<file path="src/rtl/mem_stage.sv">
// Memory-access stage: performs byte-serial loads and stores over a byte-wide
// synchronous RAM port and stalls the pipeline while an access is in flight.
module mem_stage (
  input  logic        clk,
  input  logic        rst,
  input  logic [4:0]  wd_i,
  input  logic        wreg_i,
  input  logic [31:0] wdata_i,
  input  logic [31:0] mem_addr_i,
  input  logic [31:0] store_data_i,
  input  logic [31:0] inst_i,
  input  logic [7:0]  mem_din_i,
  output logic [31:0] mem_a_o,
  output logic [7:0]  mem_dout_o,
  output logic        mem_wr_o,
  output logic [4:0]  wd_o,
  output logic        wreg_o,
  output logic [31:0] wdata_o,
  output logic        stall_req_o
);

  typedef enum logic [1:0] {
    S_IDLE,
    S_ACCESS,
    S_DONE
  } state_t;

  localparam logic [6:0] OP_LOAD  = 7'b0000011;
  localparam logic [6:0] OP_STORE = 7'b0100011;

  state_t      r_state;
  logic [2:0]  r_cnt;
  logic [31:0] r_buf;

  logic [6:0]  w_opcode;
  logic [2:0]  w_funct3;
  logic        w_isLoad;
  logic        w_isStore;
  logic [2:0]  w_size;
  logic [2:0]  w_idx;
  logic [31:0] w_addr;
  logic [7:0]  w_storeByte;
  logic [1:0]  w_bufIdx;
  logic [31:0] w_extData;
  logic        w_unusedInstBits;

  assign w_opcode = inst_i[6:0];
  assign w_funct3 = inst_i[14:12];
  assign w_unusedInstBits = ^{inst_i[31:15], inst_i[11:7]};

  always_comb begin
    w_isLoad  = 1'b0;
    w_isStore = 1'b0;
    if (w_opcode == OP_LOAD) begin
      case (w_funct3)
        3'b000, 3'b001, 3'b010, 3'b100, 3'b101: w_isLoad = 1'b1;
        default:                                w_isLoad = 1'b0;
      endcase
    end
    if (w_opcode == OP_STORE) begin
      case (w_funct3)
        3'b000, 3'b001, 3'b010: w_isStore = 1'b1;
        default:                w_isStore = 1'b0;
      endcase
    end
  end

  always_comb begin
    case (w_funct3[1:0])
      2'b00:   w_size = 3'd1;
      2'b01:   w_size = 3'd2;
      default: w_size = 3'd4;
    endcase
  end

  // Byte index being addressed this cycle: 0 on the IDLE cycle, cnt afterwards.
  always_comb begin
    w_idx = 3'd0;
    if (r_state == S_ACCESS) w_idx = r_cnt;
  end

  assign w_addr   = mem_addr_i + {29'd0, w_idx};
  assign w_bufIdx = r_cnt[1:0] - 2'd1;

  always_comb begin
    case (w_idx[1:0])
      2'd0:    w_storeByte = store_data_i[7:0];
      2'd1:    w_storeByte = store_data_i[15:8];
      2'd2:    w_storeByte = store_data_i[23:16];
      default: w_storeByte = store_data_i[31:24];
    endcase
  end

  always_comb begin
    case (w_funct3)
      3'b000:  w_extData = {{24{r_buf[7]}}, r_buf[7:0]};
      3'b001:  w_extData = {{16{r_buf[15]}}, r_buf[15:0]};
      3'b100:  w_extData = {24'd0, r_buf[7:0]};
      3'b101:  w_extData = {16'd0, r_buf[15:0]};
      default: w_extData = r_buf;
    endcase
  end

  always_ff @(posedge clk) begin
    if (rst) begin
      r_state <= S_IDLE;
      r_cnt   <= 3'd0;
      r_buf   <= 32'd0;
    end else begin
      case (r_state)
        S_IDLE: begin
          if (w_isLoad) begin
            r_buf   <= 32'd0;
            r_cnt   <= 3'd1;
            r_state <= S_ACCESS;
          end else if (w_isStore) begin
            r_cnt   <= 3'd1;
            r_state <= (w_size == 3'd1) ? S_DONE : S_ACCESS;
          end
        end
        S_ACCESS: begin
          // Load data returns one cycle after its address, hence byte cnt-1.
          if (w_isLoad) begin
            case (w_bufIdx)
              2'd0:    r_buf[7:0]   <= mem_din_i;
              2'd1:    r_buf[15:8]  <= mem_din_i;
              2'd2:    r_buf[23:16] <= mem_din_i;
              default: r_buf[31:24] <= mem_din_i;
            endcase
            if (r_cnt == w_size) r_state <= S_DONE;
            else                 r_cnt   <= r_cnt + 3'd1;
          end else if (w_isStore) begin
            if (r_cnt == w_size - 3'd1) r_state <= S_DONE;
            else                        r_cnt   <= r_cnt + 3'd1;
          end else begin
            r_state <= S_IDLE;
          end
        end
        S_DONE: begin
          r_state <= S_IDLE;
          r_cnt   <= 3'd0;
        end
        default: begin
          r_state <= S_IDLE;
          r_cnt   <= 3'd0;
        end
      endcase
    end
  end

  always_comb begin
    mem_a_o     = 32'd0;
    mem_dout_o  = 8'd0;
    mem_wr_o    = 1'b0;
    wd_o        = 5'd0;
    wreg_o      = 1'b0;
    wdata_o     = 32'd0;
    stall_req_o = 1'b0;
    if (!rst) begin
      case (r_state)
        S_IDLE: begin
          if (w_isLoad || w_isStore) begin
            stall_req_o = 1'b1;
            wd_o        = wd_i;
            mem_a_o     = w_addr;
            if (w_isStore) begin
              mem_wr_o   = 1'b1;
              mem_dout_o = w_storeByte;
            end
          end else begin
            wd_o    = wd_i;
            wreg_o  = wreg_i;
            wdata_o = wdata_i;
          end
        end
        S_ACCESS: begin
          stall_req_o = 1'b1;
          wd_o        = wd_i;
          if (w_isLoad && (r_cnt < w_size)) begin
            mem_a_o = w_addr;
          end
          if (w_isStore) begin
            mem_wr_o   = 1'b1;
            mem_a_o    = w_addr;
            mem_dout_o = w_storeByte;
          end
        end
        S_DONE: begin
          wd_o = wd_i;
          if (w_isLoad) begin
            wreg_o  = wreg_i;
            wdata_o = w_extData;
          end
        end
        default: begin
          stall_req_o = 1'b0;
        end
      endcase
    end
  end

endmodule
</file>
<file path="config.mk">
export PLATFORM = sky130hd
export DESIGN_NAME = mem_stage
export DESIGN_NICKNAME = d
export VERILOG_FILES = /design/src/rtl/mem_stage.sv
export SDC_FILE = /design/constraint.sdc
export NUM_CORES = 1
export LEC_CHECK = 0
export ABC_AREA = 1
export ABC_CLOCK_PERIOD_IN_PS = 5600
export CORE_ASPECT_RATIO = 1.75
export CORE_MARGIN = 8
export CORE_UTILIZATION = 42
export DETAILED_ROUTE_END_ITERATION = 16
export PLACE_DENSITY = 0.88
export REMOVE_ABC_BUFFERS = 1
export SLEW_MARGIN = 20
export SYNTH_ARGS = -nofsm -noshare
export SYNTH_HDL_FRONTEND = slang
export SYNTH_SLANG_ARGS = --single-unit
</file>
<file path="constraint.sdc">
create_clock -name clk -period 5.6 [get_ports clk]
set_clock_uncertainty 0.05 [all_clocks]
set_input_delay 1.12 -clock clk [delete_from_list [all_inputs] [get_ports clk]]
set_output_delay 1.12 -clock clk [all_outputs]
set_load 0.02 [all_outputs]
</file>
Word-level counts from Yosys, hierarchy flattened --
Index checks and enable logic that the tools add are counted.
Storage, ports and cells: register bits after elaboration 37, input bits 144
Cells by class: add/subtract/negate cells 4, order comparisons 1, equal/unequal tests 28, mux-type cells 56, reductions and logical operators 18
Operators with widths (count):
- 32-bit two-way mux | 9
- 32-bit one-hot mux with 2 select lines | 3
- 32-bit one-hot mux with 4 select lines | 1
- 8-bit two-way mux | 7
- 32-bit by 3-bit adder with 32-bit output | 1
- 8-bit one-hot mux with 3 select lines | 1
- 3-bit two-way mux | 7
- 4-bit AND reduction | 5
- 8-bit one-hot mux with 2 select lines | 1
- 2-bit two-way mux | 7
- 1-bit two-way mux | 12
- 3-bit != test (second input constant) | 4
- 3-bit one-hot mux with 2 select lines | 2
- 5-bit two-way mux | 2
- 3-bit OR reduction | 3
- 2-bit by 1-bit == test with 1-bit output (second input constant) | 4
- 2-bit logical NOT | 4
- 7-bit by 2-bit == test with 1-bit output (second input constant) | 1
- 7-bit by 6-bit == test with 1-bit output (second input constant) | 1
- 2-bit == test (second input constant) | 3
- 3-bit by 1-bit == test with 1-bit output (second input constant) | 2
- 3-bit == test | 2
- 3-bit == test (second input constant) | 2
- 2-bit by 1-bit != test with 1-bit output (second input constant) | 3
- 16 further kinds | 20

Longest topological paths before layout --
depth in word-level cells 9, mapped depth 16

Worst setup path before layout --
No wires, ideal clock.
kind input-to-output, start point input inst_i[13], end point output mem_a_o[21], arrival 2.707 ns, required time 4.430 ns, slack 1.723 ns, stages on the path 11, buffers on the path 2, cells stage by stage inv_1 buf_2 ha_1 a21oi_1 o21ai_0 nand3_1 nand3_4 inv_4 buf_4 nand2_1 nor2_1
On the way: cells in the longest elaborated chain, start to end 9, elaborated cells on any way between the ends 22, those cells by class order compare (1); eq/ne (5); mux (10); reduce/logical (6)
Ends and longest elaborated chain:
- from (decl) | RTL line 11 | input logic [31:0] inst_i,
- branches (longest 7 deep; another with 3-bit less-than comparator)
- 32-bit one-hot mux with 2 select lines (*) | RTL line 160 | case (r_state)
- 32-bit two-way mux (*) | RTL line 159 | if (!rst) begin
- to (decl) | RTL line 13 | output logic [31:0] mem_a_o,
Every way passes the cells marked *.

Worst setup path in the final report --
start point input inst_i[13], end point output mem_a_o[9]
The elaborated chain is that of the path after synthesis.

==> results.toml <==
[route]
drt_wl_total_um = 16500
drtAntennaViolNets = 0
wl_per_cell_um = 17.1
vias = 5231
via_per_inst = 5.39
drc_errors = 0
drtPass1Iterations = 6
drt_first_iter_violations = 377

[cts]
clockBufferDepth = 2
clockRootBuffer = "clkbuf_16"
postCtsResizedCells = 0
ctsHoldBuffers = 0
cts_tree = "built"
htreeDepth = 2
clock_sinks = 37
post-cts-setup-buffers = 0
numCtsBuffers = 5
clkLatencyLatePin_ns = 0.28
clkTransAtPathRegs_ns = 0.05

[sta]
report.final.slew_viol_count = 0
tightestPinTransition_ns = 0.762
fmax_mhz = 195
finalHoldViolCount = 0
setup-tns-final_ns = 0
layout_setup_ws_ns = 0.474
setup_viol = 0
period_share = 0.915
rsz0062_at_grt = "no"
period_minus_slack_ns = 5.13
maxSlewHeadroom = 0.492

[die]
die_area_um2 = 12600
core.rowCount = 46
die_w_um = 88.3
core_area_um2 = 8980
die_y_um = 143
num_io_pins = 224
start_util = 0.428

[power]
p_leak_nw = 2.51
pwr_density_cell_nw_per_um2 = 134
ir_drop_mv = 0.147

[setup_path]
cpLargestDelayFamily = "buffers and inverters"
path_buf_inv = 4
end_kind = "output port"
cp_slowest_stage_delay_ns = 0.65
crit_path_max_fanout = 19
crit_arrival_ns = 3.96
cp-start-kind = "input pin"
cp_slowest_cell = "clkdlybuf4s50_1"
required_ns = 4.43
path_cells = "clkdlybuf4s50_1 > inv_1 > ha_1 > a21oi_1 > o21ai_0 > nand3_1 > nand3_4 > inv_4 > nand2_1 > a21oi_1 > clkdlybuf4s50_1"
path_class = "in -> out"

[synthesis]
seq_area_frac_synth = 0.193
postSynthCellCount = 659
synth_area_leaders = "dfxtp_1 19%, nand2_1 13%, nor2_1 10%, inv_1 8.9%, a21oi_1 7.0%"
synth-seq-cells = 37
syn_avg_cell_area_um2 = 5.83
yosysWarningCount = 0
syn_area_um2 = 3840
synth_cell_types = 41
yosysTopAreaCell = "dfxtp_1"
netlist.area_leader.share = 0.193

[global_routing]
grt.total_usage = 0.249
gr-total-overflow = 0
grt_antenna_before_repair = 0
grt_pass1_wl_um = 24800
grt_max_degree = 46
grt_pass1_vias = 5289

[outcome]
status = "completed"

[flow_run]
cap_violations = 0

[placement]
portBuffers = 201
gp_congestion = 0.967
dp_hpwl_um = 13200
place_ws_ns = 0.510

[min_path]
hold_class = "reg -> reg"

[finish]
drive_gt1_frac = 0.0671
finalNetCount = 1004
area_growth_pct = 58.4
antenna_cells = 0
## through the flow
| stage | std cells | power, mW | utilization | area (um2) | hold slack (ns) |
|---|---|---|---|---|---|
| 2_1_floorplan | 638 | 0.352 | - | 3730 | 0.371 |
| 3_3_place_gp | 962 | 0.496 | 0.658 | 5910 | 0.381 |
| 3_5_place_dp | 962 | 0.500 | 0.658 | 5910 | 0.392 |
| 4_1_cts | 970 | 0.813 | 0.677 | 6080 | 0.400 |
| 5_1_grt | 970 | 0.840 | 0.678 | 6080 | 0.418 |
| 6_report | 970 | 0.815 | 0.678 | 6080 | 0.404 |
## layout by cell type (no fill, tap or decap), drive strengths merged, types with 5 or more instances in the layout
cell / synthesis / final
o21ai: 66 / 66
a211oi: 11 / 11
nand2: 140 / 140
inv: 98 / 98
clkbuf: 8 / 6
nand3: 27 / 27
nand4: 16 / 16
xor2: 5 / 5
a31oi: 8 / 8
a22oi: 15 / 15
a21oi: 55 / 55
nor2: 116 / 116
nor3: 14 / 14
ha: 11 / 11
clkdlybuf4s50: 0 / 200
dfxtp: 37 / 37
## state kept, by name, indices dropped and copies added (netlist names)
signal,cells
r_cnt,3
r_buf,32
r_state,2
## final cells by class
class	instances	area [um2]
clock buffers	6	129
fillers	794	2890
well taps	120	150
multi-input cells	503	2630
clock inverters	2	38.8
inverters	98	370
flip-flops and latches	37	741
repair buffers	204	2030
## synth_stat cells
master	instances
nand2_1	134
inv_4	1
nand3_1	25
o21ai_4	1
nor3_1	14
xor2_1	5
a211oi_1	11
nand3_2	1
buf_4	4
nor2_2	9
nand3b_1	2
o2111ai_2	2
and2_1	3
ha_1	11
inv_1	91
inv_2	6
a31oi_1	8
a22oi_1	15
nand4_1	15
nor2_1	102
o21ai_1	2
nand2_4	2
xnor2_1	4
a21oi_2	1
a21boi_0	1
a21oi_1	54
clkbuf_1	8
nand3_4	1
nand4_2	1
nor3b_1	1
nand2_2	4
o22ai_1	2
dfxtp_1	37
buf_6	1
or2_0	1
o21ai_0	52
o2111ai_1	2
nor4_1	1
o21ai_2	11
buf_2	8
nor2_4	5
## worst min-delay path: stages, from the launching register on
cell     delay, ns
dfxtp_1       0.31
inv_1         0.05
a21oi_1       0.05
## routing by layer
layer / part of all wire / up-vias / GRT usage
li1: - / 2551 / -
met2: 0.56 / 243 / 0.485
met1: 0.33 / 2380 / 0.223
met3: 0.064 / 57 / 0.0480
met5: 0 / - / 0
met4: 0.048 / 0 / 0.146
## report_power, final
group	switching (mW)	internal, mW
combinational	0.107	0.123
clock	0.108	0.211
sequential	0.00160	0.265
## worst paths after layout
kind	from	slack (ns)	depth (start not counted)	endpoint
max	inst_i[13]	0.47	11	mem_a_o[9]
min	r_buf[17]$_SDFFE_PP0P_	0.40	2	r_buf[17]$_SDFFE_PP0P_
max reg2reg	r_cnt[0]$_SDFFE_PP0P_	3.48	9	r_cnt[0]$_SDFFE_PP0P_
min reg2reg	r_buf[17]$_SDFFE_PP0P_	0.40	2	r_buf[17]$_SDFFE_PP0P_
## cells by family after synthesis
group / Yosys count / synth area share
and+or+nand+nor: 321 / 0.372
AOI/OAI and AO/OA: 162 / 0.254
buffers and inverters: 119 / 0.125
DFF: 37 / 0.193
adders and majority gates: 11 / 0.0358
xor gates and xnor gates: 9 / 0.0205
(Power assumes the default switching activity.)
